File: src/rtl/tmr_pkg.sv
// Shared definitions for the TMR fault monitor: FSM encoding, default
// parameter values and the state decode helper.
package tmr_pkg;

  // Monitor FSM encoding; 2'b11 is never produced and is treated as LOCKED
  typedef enum logic [1:0] {
    MONITOR = 2'b00,
    RECOVER = 2'b01,
    LOCKED  = 2'b10
  } fault_state_e;

  localparam int DEF_NUM_VOTERS     = 4;
  localparam int DEF_CNT_WIDTH      = 8;
  localparam int DEF_THRESHOLD      = 16;
  localparam int DEF_PERSIST_CYCLES = 4;
  localparam int DEF_ACK_TIMEOUT    = 32;

  // Map the raw state register onto a legal state, failing safe to LOCKED
  function automatic fault_state_e decode_state(input logic [1:0] raw);
    case (raw)
      2'b00:   return MONITOR;
      2'b01:   return RECOVER;
      default: return LOCKED;
    endcase
  endfunction

endpackage

File: src/rtl/tmr_sat_counter.sv
// Saturating up-counter with synchronous clear; clear wins over increment.
module tmr_sat_counter #(
  parameter int W = 8
) (
  input  logic         clk_i,
  input  logic         rst_i,
  input  logic         clr_i,
  input  logic         inc_i,
  output logic [W-1:0] count_o
);

  logic [W-1:0] count_d;
  logic [W-1:0] count_q;

  // Next count: clear to zero, otherwise step by one unless already at max
  always_comb begin
    count_d = count_q;
    if (clr_i) begin
      count_d = '0;
    end else if (inc_i && (count_q != {W{1'b1}})) begin
      count_d = count_q + W'(1);
    end
  end

  // Count register with synchronous reset
  always_ff @(posedge clk_i) begin
    if (rst_i) begin
      count_q <= '0;
    end else begin
      count_q <= count_d;
    end
  end

  assign count_o = count_q;

endmodule

File: src/rtl/tmr_fault_monitor.sv
// Fault monitor downstream of the TMR voter bank: sticky per-voter flags,
// saturating fault/run counters, recovery request with ack timeout and a
// persistent-fault lock that only a software clear releases.
module tmr_fault_monitor
  import tmr_pkg::*;
#(
  parameter int NUM_VOTERS     = DEF_NUM_VOTERS,
  parameter int CNT_WIDTH      = DEF_CNT_WIDTH,
  parameter int THRESHOLD      = DEF_THRESHOLD,
  parameter int PERSIST_CYCLES = DEF_PERSIST_CYCLES,
  parameter int ACK_TIMEOUT    = DEF_ACK_TIMEOUT
) (
  input  logic                  clk_i,
  input  logic                  rst_i,
  input  logic                  enable_i,
  input  logic [NUM_VOTERS-1:0] detected_i,
  input  logic                  clear_i,
  input  logic                  recover_ack_i,
  output logic                  recover_req_o,
  output logic                  persistent_o,
  output logic                  irq_o,
  output logic [NUM_VOTERS-1:0] fault_sticky_o,
  output logic [CNT_WIDTH-1:0]  fault_count_o,
  output logic [1:0]            state_o
);

  // Timeout counter only needs to reach ACK_TIMEOUT
  localparam int TO_W = (ACK_TIMEOUT < 2) ? 1 : $clog2(ACK_TIMEOUT + 1);

  localparam logic [CNT_WIDTH-1:0] THRESH_C  = CNT_WIDTH'(THRESHOLD);
  localparam logic [CNT_WIDTH-1:0] PERSIST_C = CNT_WIDTH'(PERSIST_CYCLES);
  localparam logic [TO_W-1:0]      TIMEOUT_C = TO_W'(ACK_TIMEOUT);

  logic [1:0]            state_q, state_d;
  fault_state_e          state_cur, state_nxt;
  logic                  req_q, req_d;
  logic                  pers_q, pers_d;
  logic                  irq_q, irq_d;
  logic [NUM_VOTERS-1:0] sticky_q, sticky_d;

  logic [CNT_WIDTH-1:0]  fault_cnt, run_cnt;
  logic [TO_W-1:0]       to_cnt;
  logic [CNT_WIDTH-1:0]  fault_plus, run_plus;
  logic [TO_W-1:0]       to_plus;
  logic                  fault_inc, fault_clr;
  logic                  run_inc, run_clr;
  logic                  to_inc, to_clr;
  logic                  faulty;

  assign state_cur = decode_state(state_q);
  assign faulty    = enable_i & (|detected_i);

  // Saturated next values of each counter, used to decide transitions on
  // the same edge the counter updates
  always_comb begin
    fault_plus = (fault_cnt == {CNT_WIDTH{1'b1}}) ? fault_cnt : fault_cnt + CNT_WIDTH'(1);
    run_plus   = (run_cnt == {CNT_WIDTH{1'b1}}) ? run_cnt : run_cnt + CNT_WIDTH'(1);
    to_plus    = (to_cnt == {TO_W{1'b1}}) ? to_cnt : to_cnt + TO_W'(1);
  end

  // Monitor FSM: clear beats everything, then per-state escalation logic
  always_comb begin
    state_nxt = state_cur;
    req_d     = req_q;
    pers_d    = pers_q;
    irq_d     = 1'b0;
    sticky_d  = enable_i ? (sticky_q | detected_i) : sticky_q;
    fault_inc = 1'b0;
    fault_clr = 1'b0;
    run_inc   = 1'b0;
    run_clr   = 1'b0;
    to_inc    = 1'b0;
    to_clr    = 1'b0;

    if (clear_i) begin
      state_nxt = MONITOR;
      req_d     = 1'b0;
      pers_d    = 1'b0;
      sticky_d  = '0;
      fault_clr = 1'b1;
      run_clr   = 1'b1;
      to_clr    = 1'b1;
    end else begin
      case (state_cur)
        MONITOR: begin
          if (enable_i) begin
            fault_inc = faulty;
            run_inc   = faulty;
            run_clr   = ~faulty;
            if (faulty && (run_plus >= PERSIST_C)) begin
              state_nxt = LOCKED;
              pers_d    = 1'b1;
              irq_d     = 1'b1;
            end else if (faulty && (fault_plus >= THRESH_C)) begin
              state_nxt = RECOVER;
              req_d     = 1'b1;
              irq_d     = 1'b1;
            end
          end
        end
        RECOVER: begin
          to_inc = 1'b1;
          if (recover_ack_i) begin
            state_nxt = MONITOR;
            req_d     = 1'b0;
            fault_clr = 1'b1;
            run_clr   = 1'b1;
            to_clr    = 1'b1;
          end else if (to_plus >= TIMEOUT_C) begin
            state_nxt = LOCKED;
            req_d     = 1'b0;
            pers_d    = 1'b1;
            irq_d     = 1'b1;
            to_clr    = 1'b1;
          end
        end
        default: begin
          state_nxt = LOCKED;
          pers_d    = 1'b1;
          req_d     = 1'b0;
        end
      endcase
    end

    state_d = state_nxt;
  end

  // Status registers; reset returns to MONITOR with everything cleared
  always_ff @(posedge clk_i) begin
    if (rst_i) begin
      state_q  <= MONITOR;
      req_q    <= 1'b0;
      pers_q   <= 1'b0;
      irq_q    <= 1'b0;
      sticky_q <= '0;
    end else begin
      state_q  <= state_d;
      req_q    <= req_d;
      pers_q   <= pers_d;
      irq_q    <= irq_d;
      sticky_q <= sticky_d;
    end
  end

  tmr_sat_counter #(.W(CNT_WIDTH)) u_fault_cnt (
    .clk_i   (clk_i),
    .rst_i   (rst_i),
    .clr_i   (fault_clr),
    .inc_i   (fault_inc),
    .count_o (fault_cnt)
  );

  tmr_sat_counter #(.W(CNT_WIDTH)) u_run_cnt (
    .clk_i   (clk_i),
    .rst_i   (rst_i),
    .clr_i   (run_clr),
    .inc_i   (run_inc),
    .count_o (run_cnt)
  );

  tmr_sat_counter #(.W(TO_W)) u_to_cnt (
    .clk_i   (clk_i),
    .rst_i   (rst_i),
    .clr_i   (to_clr),
    .inc_i   (to_inc),
    .count_o (to_cnt)
  );

  assign recover_req_o  = req_q;
  assign persistent_o   = pers_q;
  assign irq_o          = irq_q;
  assign fault_sticky_o = sticky_q;
  assign fault_count_o  = fault_cnt;
  assign state_o        = state_q;

endmodule

File: config.mk
export PLATFORM = sky130hd
export DESIGN_NAME = tmr_fault_monitor
export DESIGN_NICKNAME = d
export VERILOG_FILES = /design/src/rtl/tmr_pkg.sv /design/src/rtl/tmr_sat_counter.sv /design/src/rtl/tmr_fault_monitor.sv
export SDC_FILE = /design/constraint.sdc
export NUM_CORES = 1
export LEC_CHECK = 0
export ABC_CLOCK_PERIOD_IN_PS = 1870
export BUFFER_PORTS_ARGS = -buffer_cell sky130_fd_sc_hd__buf_4
export CORE_ASPECT_RATIO = 0.8
export CORE_UTILIZATION = 49
export CTS_CLUSTER_DIAMETER = 100
export DETAILED_ROUTE_END_ITERATION = 12
export HOLD_SLACK_MARGIN = 0.03
export PLACE_DENSITY = 0.74
export SYNTH_ARGS = -nofsm -noshare
export SYNTH_HDL_FRONTEND = slang
export SYNTH_SLANG_ARGS = --single-unit
File: constraint.sdc
create_clock -name clk_i -period 1.87 [get_ports clk_i]
set_input_delay 0.2805 -clock clk_i [delete_from_list [all_inputs] [get_ports clk_i]]
set_output_delay 0.2805 -clock clk_i [all_outputs]
set_load 0.05 [all_outputs]
==> out/metrics.csv, run 1 <==
stage;metric;value;unit
synth;Syn Inst Count;183;
hold_path;Hold WC Path Type;in2reg;
final_layout;antenna cells;0;
power;Pleak;0.752;nW
sta;unrepaired setup endpoints after global routing;yes;
die;core area;2850;sq um
drt;via/cell ratio;5.56;
die;IO Count;26;
sta;actual slew at the worst max-slew pin;0.345;ns
synth;mean area per synthesized cell;8.29;sq um
clock_network;Post-CTS Hold Fix Bufs;0;
final_layout;layout cells sized above 1;27.1;%
place;detailed placer's ending HPWL;2.47;mm
clock_network;CTS tree;done;
synth;count of cell types in the netlist;37;
clock_network;postcts setup bufs;0;
drt;Initial DRC Count;87;
clock_network;Num CTS Buffers;5;
final_layout;fillers;255;
clock_network;deepest clock path buffer count;2;
sta;final hold vios;0;
grt;vias in the first global route;1289;
synth;Yosys top cell area share;40.9;%
worst_setup_path;CP Data Required Time;2.09;ns
place;Post-Place Setup Slack;-0.0256;ns
die;die area;3320;sq um
worst_setup_path;worst path cell trace;ha_2 -> and3_2 -> nand2_1 -> a21oi_1 -> o32ai_2 -> nor4b_1 -> o211a_1;
final_layout;Layout Cells excl Fill;256;
sta;Tmin final;1.81;ns
sta;Slew HR;76.8;%
outcome;status;complete, no violations;
worst_setup_path;CP peak stage delay;0.38;ns
grt;GRT Total Usage;23.6;%
synth;leading post-synthesis cells by cell area;dfxtp_1 41%, nor2_1 8.7%, xor2_1 6.4%;
worst_setup_path;Worst setup EP type;flop;
final_layout;Post-layout nets;229;
final_layout;post-route cell area;1900;sq um
clock_network;Worst-Skew Late Latency;0.28;ns
clock_network;Root Buffer;clkbuf_8;
worst_setup_path;CP max stage cell;dfxtp_2;
place;gpl congestion;0.971;
grt;initial antenna violation count;0;
worst_setup_path;Worst Path Arrival;2.04;ns
synth;register area share after synthesis;40.9;%
place;Area after DPL;1790;sq um
synth;largest area contributor in the netlist;dfxtp_1;
worst_setup_path;delay-heaviest family, CP;simple AND/OR/NAND/NOR gates;
drt;drc violations;0;
drt;drt total wl;3.35;mm
grt;largest net degree at the start of global routing;10;
sta;fin. max-slew vios;0;
run;Max-Cap Viols;0;
sta;Worst Skew;0.00279;ns
clock_network;clock sink count;31;
synth;FF+latch count, synth;31;
synth;Yosys Warn Count;0;
place;port bufs;25;
grt;grt total ovfl;0;
worst_setup_path;crit path launch type;flop;
final_layout;area growth from synthesis to layout;25.4;%
worst_setup_path;peak fanout along the critical path;7;
die;Die Width;64.2;um
worst_setup_path;critical path type;reg2reg;
power;P per Cell Area;660;nW/um^2
die;# rows;17;
worst_setup_path;CP bufs+invs;0;
synth;Synthesized Nets;195;
power;Pwr Total;1.26;mW
clock_network;# H-tree levels;2;
grt;first-pass GRT wire length;5.76;mm
drt;Vias;1424;
power;peak supply drop;0.555;mV
sta;period utilisation layout;97.0;%
sta;Achievable Freq;551;MHz
synth;post-synthesis cell area;1520;sq um
die;initial core utilization;53.2;%
drt;DR pass1 iterations;5;
final_layout;Core Util, Final;66.7;%
place;Placed Cells;248;
clock_network;Worst-path clk slew;0.06;ns
sta;Final Setup Violations;0;
die;overall die height;51.8;um
drt;DRT antenna net count;0;
sta;worst setup margin;0.0560;ns
drt;wire per inst;13.1;um
-- tightest hold or removal path: cells and delay by family --
kind | cells | cell delay (ns)
buffers and inverters | 1 | 0.09
AOI/OAI and AO/OA | 1 | 0.06
and+or+nand+nor | 1 | 0.07
-- Yosys cell counts (all sizes together) --
master / count
nor2: 36
dfxtp: 31
nand2: 15
xor2: 11
a21oi: 10
nand3: 8
and3: 7
nand4: 7
nor3: 5
clkbuf: 4
nand2b: 4
nor4: 4
o21ai: 4
xnor2: 4
buf: 3
ha: 3
or3: 3
a211oi: 2
a21o: 2
inv: 2
mux2i: 2
nor2b: 2
nor4b: 2
a221oi: 1
a311oi: 1
a31o: 1
mux2: 1
o211a: 1
o211ai: 1
o21ba: 1
o31ai: 1
o32ai: 1
o41ai: 1
or2: 1
or4: 1
-- routing by layer --
| metal | global-route usage [%] | vias up | share of wire, % |
|---|---|---|---|
| met5 | 0 | - | 0 |
| met4 | 11.1 | 0 | 1.8 |
| met3 | 8.55 | 7 | 6.6 |
| met2 | 36.0 | 48 | 42 |
| met1 | 29.9 | 656 | 50 |
| li1 | - | 713 | - |
-- kinds of logic (layout without fill, tap and decap cells) --
logic type                 count (synthesis)  after routing  share of synthesized area, %
and+or+nand+nor                           95             95                          30.3
muxes                                      3              3                          2.06
buffers and inverters                      9             44                          2.89
adders and majority gates                  3              3                          2.48
xor gates and xnor gates                  15             15                          8.66
DFF                                       31             31                          40.9
AOI/OAI and AO/OA                         27             27                          12.7
-- power breakdown --
group	internal [mW]	switching, mW
Combinational	0.0385	0.0520
Clock	0.260	0.234
Sequential	0.666	0.00496
Total	0.965	0.291
-- layout make-up --
cell class / count / area (sq um) / area share [%]
multi-input combinational: 143 / 881 / 46.3
inverter: 2 / 7.51 / 0.395
clock buffer: 7 / 76.3 / 4.01
timing repair buffer: 34 / 255 / 13.4
sequential: 31 / 629 / 33.1
tap: 38 / 47.5 / 2.50
clock inverter: 1 / 5.00 / 0.263
-- sequential cells by signal (all words and copies together), names as in the netlist --
| name | cells |
|---|---|
| fault_sticky_o | 4 |
| irq_o | 1 |
| persistent_o | 1 |
| recover_req_o | 1 |
| state_o | 2 |
| u_fault_cnt.count_o | 8 |
| u_run_cnt.count_o | 8 |
| u_to_cnt.count_o | 6 |
-- stage by stage --
stage	TNS (ns)	hold slack [ns]
after floorplan	0	0.421
after global placement	0	0.452
after detailed placement	-0.0436	0.452
after CTS	0	0.253
after global routing	-0.0680	0.252
final	0	0.256
-- cells in the final DEF, fill, tap and decap left out, types with 3 or more instances in the layout --
| master | count |
|---|---|
| and3_1 | 6 |
| a21oi_1 | 10 |
| o21ai_0 | 4 |
| nand3_1 | 8 |
| nor4_1 | 3 |
| dfxtp_2 | 7 |
| xor2_1 | 11 |
| clkbuf_8 | 5 |
| nand4_1 | 7 |
| xnor2_1 | 4 |
| dfxtp_1 | 24 |
| or3_1 | 3 |
| nor3_1 | 4 |
| nor2_1 | 35 |
| nand2b_1 | 4 |
| nand2_1 | 15 |
| buf_4 | 34 |
-- worst paths after layout --
kind	startpoint	endpoint	slack (ns)	cells after the start
setup reg to reg	u_run_cnt.count_o[0]	recover_req_o	0.06	7
hold reg to reg	persistent_o	persistent_o	0.46	2
setup / recovery	u_run_cnt.count_o[0]	recover_req_o	0.06	7
hold / removal	detected_i[2]	fault_sticky_o[2]	0.26	3
-- timing repair --
item / 4_1_cts / 5_1_grt
gates resized for setup: 3 / 6
pin swaps: 1 / 0
setup endpoints to repair: 3 / 6
cloned: 0 / 0
No activity file was read; power rests on OpenSTA's default activity.
==> inputs of run 2 (changes only) <==
--- a/config.mk
+++ b/config.mk
@@ -12,7 +12,7 @@
 export CTS_CLUSTER_DIAMETER = 100
 export DETAILED_ROUTE_END_ITERATION = 12
 export HOLD_SLACK_MARGIN = 0.03
-export PLACE_DENSITY = 0.74
+export PLACE_DENSITY = 0.77
 export SYNTH_ARGS = -nofsm -noshare
 export SYNTH_HDL_FRONTEND = slang
 export SYNTH_SLANG_ARGS = --single-unit
==> out/metrics.csv, run 2 (same netlist as run 1, synthesis figures left out) <==
stage;metric;value;unit
die;initial core utilization;53.2;%
drt;DR pass1 iterations;4;
grt;largest net degree at the start of global routing;10;
sta;hold slack;0.267;ns
sta;Slew HR;76.4;%
die;IO Count;26;
sta;worst setup margin;0.100;ns
power;Pwr Total;1.28;mW
clock_network;Worst-path clk slew;0.06;ns
final_layout;layout cells sized above 1;28.4;%
final_layout;fillers;247;
sta;Final Setup Violations;0;
clock_network;Root Buffer;clkbuf_8;
worst_setup_path;Reg2Reg Setup Slack;0.10;ns
die;Die Width;64.2;um
drt;via/cell ratio;5.61;
worst_setup_path;critical path type;reg2reg;
sta;fin. max-slew vios;0;
hold_path;Hold Path Origin;detected_i[1];
die;# rows;17;
clock_network;CTS tree;done;
die;core area;2850;sq um
worst_setup_path;CP Data Required Time;2.09;ns
drt;Vias;1437;
drt;drt total wl;3.48;mm
drt;drc violations;0;
final_layout;Layout Cells excl Fill;256;
clock_network;clock sink count;31;
die;die area;3320;sq um
drt;DRT antenna net count;0;
clock_network;Num CTS Buffers;5;
sta;final setup TNS;0;ns
place;port bufs;25;
drt;wire per inst;13.6;um
worst_setup_path;Worst setup EP type;flop;
grt;GRT Total Usage;22.7;%
sta;unrepaired setup endpoints after global routing;yes;
sta;actual slew at the worst max-slew pin;0.353;ns
grt;vias in the first global route;1326;
power;peak supply drop;0.411;mV
outcome;status;complete, no violations;
run;Max-Cap Viols;0;
worst_setup_path;Worst Path Arrival;1.99;ns
clock_network;Worst-Skew Late Latency;0.27;ns
power;Pleak;0.762;nW
final_layout;most frequent cells in the layout;35 x nor2_1, 35 x buf_4, 24 x dfxtp_1;
sta;final hold vios;0;
worst_setup_path;reg-to-reg critical path startpoint;u_run_cnt.count_o[0];
worst_setup_path;crit path launch type;flop;
place;gpl congestion;0.935;
final_layout;Register Area;629;sq um
final_layout;Post-layout nets;230;
clock_network;# H-tree levels;2;
clock_network;deepest clock path buffer count;2;
grt;initial antenna violation count;0;
die;overall die height;51.8;um
clock_network;Post-CTS Hold Fix Bufs;0;
power;P per Cell Area;666;nW/um^2
final_layout;antenna cells;0;
place;Post-Place Setup Slack;-0.0135;ns
sta;period utilisation layout;94.6;%
sta;Achievable Freq;565;MHz
final_layout;multi-input logic area;883;sq um
place;detailed placer's ending HPWL;2.52;mm
hold_path;Hold WC Path Type;in2reg;
grt;first-pass GRT wire length;5.71;mm
sta;Tmin final;1.77;ns
drt;Initial DRC Count;59;
place;Placed Cells;249;
sta;Worst Skew;0.00319;ns
worst_setup_path;worst r2r dst;recover_req_o;
worst_setup_path;cells on worst reg2reg path;6;
hold_path;Hold Path Cell Cnt;3;
final_layout;area growth from synthesis to layout;26.5;%
grt;grt total ovfl;0;
worst_setup_path;peak fanout along the critical path;7;
hold_path;end of the worst hold path;fault_sticky_o[1];
## run 2: changes by cell type in the layout (fill, tap and decap cells not counted), sizes merged
cell    previous run  this run
buf               34        35
clkbuf             7         6
## run 2: through the flow
stage / cell area, sq um / utilization (%)
after detailed placement: 1800 / 63.0
final: 1920 / 67.3
after CTS: 1900 / 66.7
after floorplan: 1520 / -
after global routing: 1920 / 67.3
after global placement: 1800 / 63.0
## run 2: where the power goes
| group | switching (mW) | total [mW] | internal [mW] | leakage [nW] |
|---|---|---|---|---|
| combinational | 0.0533 | 0.0942 | 0.0409 | 0.462 |
| clock | 0.225 | 0.512 | 0.288 | 0.0470 |
| sequential | 0.00506 | 0.671 | 0.666 | 0.254 |
## run 2: routing by layer
| metal | track usage, % | up-vias | routed length [um] |
|---|---|---|---|
| li1 | - | 714 | - |
| met1 | 27.9 | 680 | 1640 |
| met2 | 36.0 | 41 | 1600 |
| met3 | 7.89 | 2 | 224 |
| met4 | 10.4 | 0 | 16 |
| met5 | 0 | - | 0 |
## run 2: final cells by class
class	count	share of cell area, %
multi-input cells	143	46.1
clock inverters	1	0.261
clock buffers	6	4.31
flip-flops and latches	31	32.8
repair buffers	35	13.7
well taps	38	2.48
inverters	2	0.391
## run 2: worst max-delay path: stages (launching register included)
cell and delay (ns):
dfxtp_2 0.35, ha_2 0.22, and3_2 0.25, nor4_2 0.21
o32ai_2 0.17, nor4b_1 0.33, o211a_1 0.18
## run 2: how the worst max path moves through the flow
stage | start | endpoint | slack, ns | cells past startpoint
6_report | u_run_cnt.count_o[0] | recover_req_o | 0.10 | 6
5_1_grt | u_run_cnt.count_o[0] | persistent_o | -0.008 | 6
4_1_cts | u_run_cnt.count_o[1] | state_o[0] | 0.02 | 7
3_5_place_dp | u_run_cnt.count_o[0] | recover_req_o | -0.01 | 7
3_3_place_gp | u_run_cnt.count_o[0] | recover_req_o | 0.08 | 7
2_1_floorplan | u_fault_cnt.count_o[0] | recover_req_o | 0.02 | 7
## run 2: repair_timing
| item | CTS | global route |
|---|---|---|
| hold endpoints to repair | 0 | 0 |
| resized for setup | 4 | 6 |
| setup endpoints to repair | 3 | 8 |
| buffers inserted | 0 | 0 |
